## config.mk

```make
export PLATFORM = sky130hd
export DESIGN_NAME = dec_three_eight_pulse
export DESIGN_NICKNAME = d
export VERILOG_FILES = /design/src/rtl/dec_three_eight_pulse_pkg.sv /design/src/rtl/dec_three_eight_comb.sv /design/src/rtl/dec_three_eight_pulse.sv
export SDC_FILE = /design/constraint.sdc
export NUM_CORES = 1
export LEC_CHECK = 0
export CORE_UTILIZATION = 35
export CTS_CLUSTER_SIZE = 28
export DETAILED_ROUTE_END_ITERATION = 12
export DONT_BUFFER_PORTS = 1
export PLACE_DENSITY = 0.52
export SKIP_LAST_GASP = 1
export SLEW_MARGIN = 15
export SYNTH_ARGS = -nofsm -noshare
export SYNTH_HDL_FRONTEND = slang
export SYNTH_SLANG_ARGS = --single-unit
```

## constraint.sdc

```tcl
create_clock -name clk -period 1.6 [get_ports clk]
set_clock_uncertainty 0.05 [all_clocks]
set_input_delay 0.24 -clock clk [delete_from_list [all_inputs] [get_ports clk]]
set_output_delay 0.24 -clock clk [all_outputs]
set_load 0.1 [all_outputs]
```

## src/rtl/dec_three_eight_pulse_pkg.sv

```systemverilog
// ----------------------------------------------------------------------------
// dec_three_eight_pulse_pkg
// Shared definitions for the registered 3:8 pulse decoder.
//   CODE_W            width of the {a,b,c} code
//   ST_IDLE/DRIVE/GAP FSM state encodings (legacy numeric values kept)
// ----------------------------------------------------------------------------
package dec_three_eight_pulse_pkg;

    localparam int unsigned CODE_W = 3;
    localparam int unsigned ST_W   = 2;

    localparam logic [ST_W-1:0] ST_IDLE  = 2'd0;
    localparam logic [ST_W-1:0] ST_DRIVE = 2'd1;
    localparam logic [ST_W-1:0] ST_GAP   = 2'd2;

endpackage

```

## src/rtl/dec_three_eight_comb.sv

```systemverilog
// ----------------------------------------------------------------------------
// dec_three_eight_comb
// Pure combinational 3:8 decoder.
//   code_i   [2:0]  binary code, bit 2 = MSB
//   onehot_o [7:0]  onehot_o[k] = 1 when code_i == k
// ----------------------------------------------------------------------------
module dec_three_eight_comb
    import dec_three_eight_pulse_pkg::*;
(
    input  logic [CODE_W-1:0] code_i,
    output logic [7:0]        onehot_o
);

    always_comb begin
        onehot_o = 8'd1 << code_i;
    end

endmodule

```

## src/rtl/dec_three_eight_pulse.sv

```systemverilog
// ----------------------------------------------------------------------------
// dec_three_eight_pulse
// Registered 3:8 decoder with valid/ready input and timed one-hot pulses.
// One accepted code drives y one-hot for PULSE_LEN cycles, then y = 0 for
// GAP_LEN cycles before the next code can be taken.
//   clk       rising-edge clock
//   rst_n     synchronous, active-low reset
//   a,b,c     code bits 2,1,0
//   in_valid  {a,b,c} holds a code
//   in_ready  high in IDLE, code accepted when in_valid & in_ready
//   y[7:0]    registered one-hot output
//   busy      high in DRIVE or GAP
//   done      one-cycle pulse in the first cycle after y returns to 0
// ----------------------------------------------------------------------------
module dec_three_eight_pulse
    import dec_three_eight_pulse_pkg::*;
#(
    parameter int unsigned PULSE_LEN     = 4,
    parameter int unsigned GAP_LEN       = 2,
    parameter bit          ZERO_SUPPRESS = 1'b1
) (
    input  logic       clk,
    input  logic       rst_n,
    input  logic       a,
    input  logic       b,
    input  logic       c,
    input  logic       in_valid,
    output logic       in_ready,
    output logic [7:0] y,
    output logic       busy,
    output logic       done
);

    localparam int unsigned CNT_MAX = (PULSE_LEN > GAP_LEN) ? PULSE_LEN : GAP_LEN;
    localparam int unsigned CNT_W   = $clog2(CNT_MAX + 1);

    localparam logic [CNT_W-1:0] P_RELOAD = CNT_W'(PULSE_LEN - 1);
    // GAP_LEN == 0 never enters GAP, so its reload value is irrelevant there.
    localparam logic [CNT_W-1:0] G_RELOAD = (GAP_LEN > 0) ? CNT_W'(GAP_LEN - 1) : '0;

    logic [ST_W-1:0]   state_q, state_d;
    logic [CNT_W-1:0]  cnt_q,   cnt_d;
    logic [7:0]        y_q,     y_d;
    logic              done_q,  done_d;
    logic [CODE_W-1:0] code_in;
    logic [7:0]        dec_onehot;

    assign code_in = {a, b, c};

    dec_three_eight_comb u_dec (
        .code_i   (code_in),
        .onehot_o (dec_onehot)
    );

    always_comb begin
        state_d = state_q;
        cnt_d   = cnt_q;
        y_d     = y_q;
        done_d  = 1'b0;
        unique case (state_q)
            ST_IDLE: begin
                if (in_valid) begin
                    state_d = ST_DRIVE;
                    cnt_d   = P_RELOAD;
                    // Suppressed code 0 still runs the full timing, only y stays 0.
                    y_d     = (ZERO_SUPPRESS && (code_in == '0)) ? '0 : dec_onehot;
                end
            end
            ST_DRIVE: begin
                if (cnt_q == '0) begin
                    y_d    = '0;
                    done_d = 1'b1;
                    if (GAP_LEN == 0) begin
                        state_d = ST_IDLE;
                        cnt_d   = '0;
                    end else begin
                        state_d = ST_GAP;
                        cnt_d   = G_RELOAD;
                    end
                end else begin
                    cnt_d = cnt_q - CNT_W'(1);
                end
            end
            ST_GAP: begin
                if (cnt_q == '0) begin
                    state_d = ST_IDLE;
                end else begin
                    cnt_d = cnt_q - CNT_W'(1);
                end
            end
            default: begin
                state_d = ST_IDLE;
                cnt_d   = '0;
                y_d     = '0;
            end
        endcase
    end

    always_ff @(posedge clk) begin
        if (!rst_n) begin
            state_q <= ST_IDLE;
            cnt_q   <= '0;
            y_q     <= '0;
            done_q  <= 1'b0;
        end else begin
            state_q <= state_d;
            cnt_q   <= cnt_d;
            y_q     <= y_d;
            done_q  <= done_d;
        end
    end

    assign in_ready = (state_q == ST_IDLE);
    assign busy     = (state_q != ST_IDLE);
    assign y        = y_q;
    assign done     = done_q;

endmodule

```

==> metrics.txt <==
outcome complete, no violations; placed cells around 110; clock root buffer master clkbuf_4; drt total wl 1390 um; overflow left after global routing 0; Area Growth Syn to Fin 20.3%; Mapped Cells 78; fin crit share 0.945; Max Cap Viol 0; die width 47.8 um; P per Cell Area 1150 nW/um^2; Worst Path Required 1.72 ns; simple-gate share of the synthesized area 0.291; H-tree Lvls 1; worst ir drop on vdd roughly 0.44 mV; Routed met1 length 655 um; total track usage 0.141; die area approximately 2300 um^2; Finished Cell Area approximately 900 um^2; die height approximately 48 um; Setup TNS 0 ns; Post-synth EDFFs 0; cell area after synthesis around 730 um^2; CP Max Fanout 4; largest net degree at the start of global routing 21; Post-synth top flop dfxtp_1; detailed-route DRC error count 0; Setup CP Type flip-flop to flip-flop; clk_lat worst skew 0.27 ns; Slew Viols, Final 0; final hold vios 0; Final Power 1.01 mW; xor and xnor area share after synthesis 0.0239; vias in the first global route around 520; uppermost routed layer met4; core box area roughly 2000 um^2; starting density of the core 0.374; Multi-input gate area 428 um^2; met2 WL approximately 640 um; CTS Buf Count 3; clock buffer depth 2; Avg Cell Area, Syn approximately 9.4 um^2; met3 wire length 56 um; setup slack, reg-to-reg 0.09 ns; Max Freq 662 MHz; Vias per Instance 4.86; post-synthesis compound-gate area fraction 0.129; post-synth cell types 38; unrepaired setup endpoints after global routing false; TritonCTS Sinks 13; Reg area between 200 and 300 um^2; Critical Path Sink Type flip-flop; share of layout cells above drive strength 1 0.293; Synth area leaders dfxtp_1, mux2i_1, nand2_1; via count 578; initial antenna violation count 0; Fillers around 210; Post-Synth Adder-Cell Area 0.0341; DP HPWL between 1000 and 1500 um; YS warnings 0; RePlAce Congestion 0.709; leakage 0.382 nW; Port Buffers 0; #FFs+latches synth 13; Nets a little over 100; largest family of logic cells by synthesized area simple AND/OR/NAND/NOR gates; Yosys top cell area share 0.354; area leader, netlist dfxtp_1; drt wl/cell around 12 um; Antenna Cells 0; Startpoint Class flip-flop; first-pass GRT wire length 2190 um; Seq/Total Area, Yosys 0.354; non-filler cells, final 119; CTS tree done; Setup WS post-layout 0.0884 ns; ys async rst share 0; Period minus WS final 1.51 ns; Placement Setup Slack just over 0.06 ns; row count 16; HP Class primary input to flip-flop; Synth Net Count 86; CP arrival roughly 1.6 ns; num ports 17; Worst-path clk slew 0.08 ns; final setup fails 0; Antenna Nets Post-Route 0; dpl cell area ~830 um^2; most frequent cells in the layout buf_4, dfxtp_1, nand2_1, mux2i_1, nand3_1; proportion of synthesized area in mux cells 0.0954; leading cell type in the layout, fill and taps excluded buf_4; Initial DRT Pass Iterations 2; Iteration-0 DRC Markers 4
[logic make-up (layout without fill, tap and decap cells)]
kind of cell,after synthesis,in the layout
simple gates,34,34
flops,13,13
compound gates,10,10
buf+inv,9,23
mux,7,7
fa+ha+maj,2,2
xor+xnor,2,2
other cells,1,1
[registers in the layout (all words and copies together) (netlist names)]
| register | count |
|---|---|
| cnt_q | 3 |
| state_q | 2 |
| y | 7 |
| done | 1 |
[layout make-up]
type                            instances  area share
Clock buffer                            4      0.0297
Inverter                                4      0.0198
Multi-Input combinational cell         56       0.484
Sequential cell                        13       0.296
Tap cell                               27      0.0382
Timing Repair Buffer                   15       0.132
[worst paths after layout]
path / end / start / cells past startpoint
max: cnt_q[2]$_SDFFE_PN0P_ / cnt_q[0]$_SDFFE_PN0P_ / 5
max reg2reg: cnt_q[2]$_SDFFE_PN0P_ / cnt_q[0]$_SDFFE_PN0P_ / 5
min reg2reg: cnt_q[0]$_SDFFE_PN0P_ / cnt_q[0]$_SDFFE_PN0P_ / 2
min: state_q[1]$_SDFFE_PN0P_ / rst_n / 1
[synth_stat cells, types with 2 or more instances]
| cell type | number |
|---|---|
| nand2b_1 | 2 |
| mux2i_1 | 7 |
| nand2_1 | 7 |
| clkbuf_1 | 2 |
| nor3b_1 | 2 |
| buf_4 | 2 |
| nand4_1 | 2 |
| xnor2_1 | 2 |
| dfxtp_1 | 13 |
| nor2_1 | 3 |
| nor2b_1 | 2 |
| ha_1 | 2 |
| inv_1 | 3 |
| nand3_1 | 5 |
[timing repair]
item | 4_1_cts | 5_1_grt
endpoints found under the setup margin | 2 | 8
setup buffers | 0 | 2
cloned | 0 | 0
hold buffers | 0 | 0
pin swaps | 0 | 1
resized for setup | 2 | 1
[worst max-delay path, stage by stage, from the launching register on]
cell and delay [ns]:
dfxtp_1 0.33, inv_1 0.12, ha_2 0.22, and2b_1 0.20, o311a_1 0.28, o211a_1 0.21
[stage by stage]
stage                      util  hold WS (ns)
final                     0.450        0.0291
after floorplan               -         0.343
after global placement    0.425         0.312
after global routing      0.450       0.00978
after detailed placement  0.425         0.320
after CTS                 0.441        0.0222
[power breakdown]
group / internal, mW / leakage (nW) / switching, mW / total, mW
Combinational: 0.162 / 0.261 / 0.277 / 0.439
Sequential: 0.349 / 0.107 / 0.0181 / 0.368
Clock: 0.0965 / 0.0150 / 0.108 / 0.205
Total: 0.608 / 0.382 / 0.404 / 1.01
[routing by layer]
layer / global-route usage / vias to the layer above
met5: 0 / -
met4: 0.100 / 0
met3: 0.0528 / 4
met2: 0.203 / 10
met1: 0.173 / 266
li1: - / 298
Power figures use the tool's default switching activity.
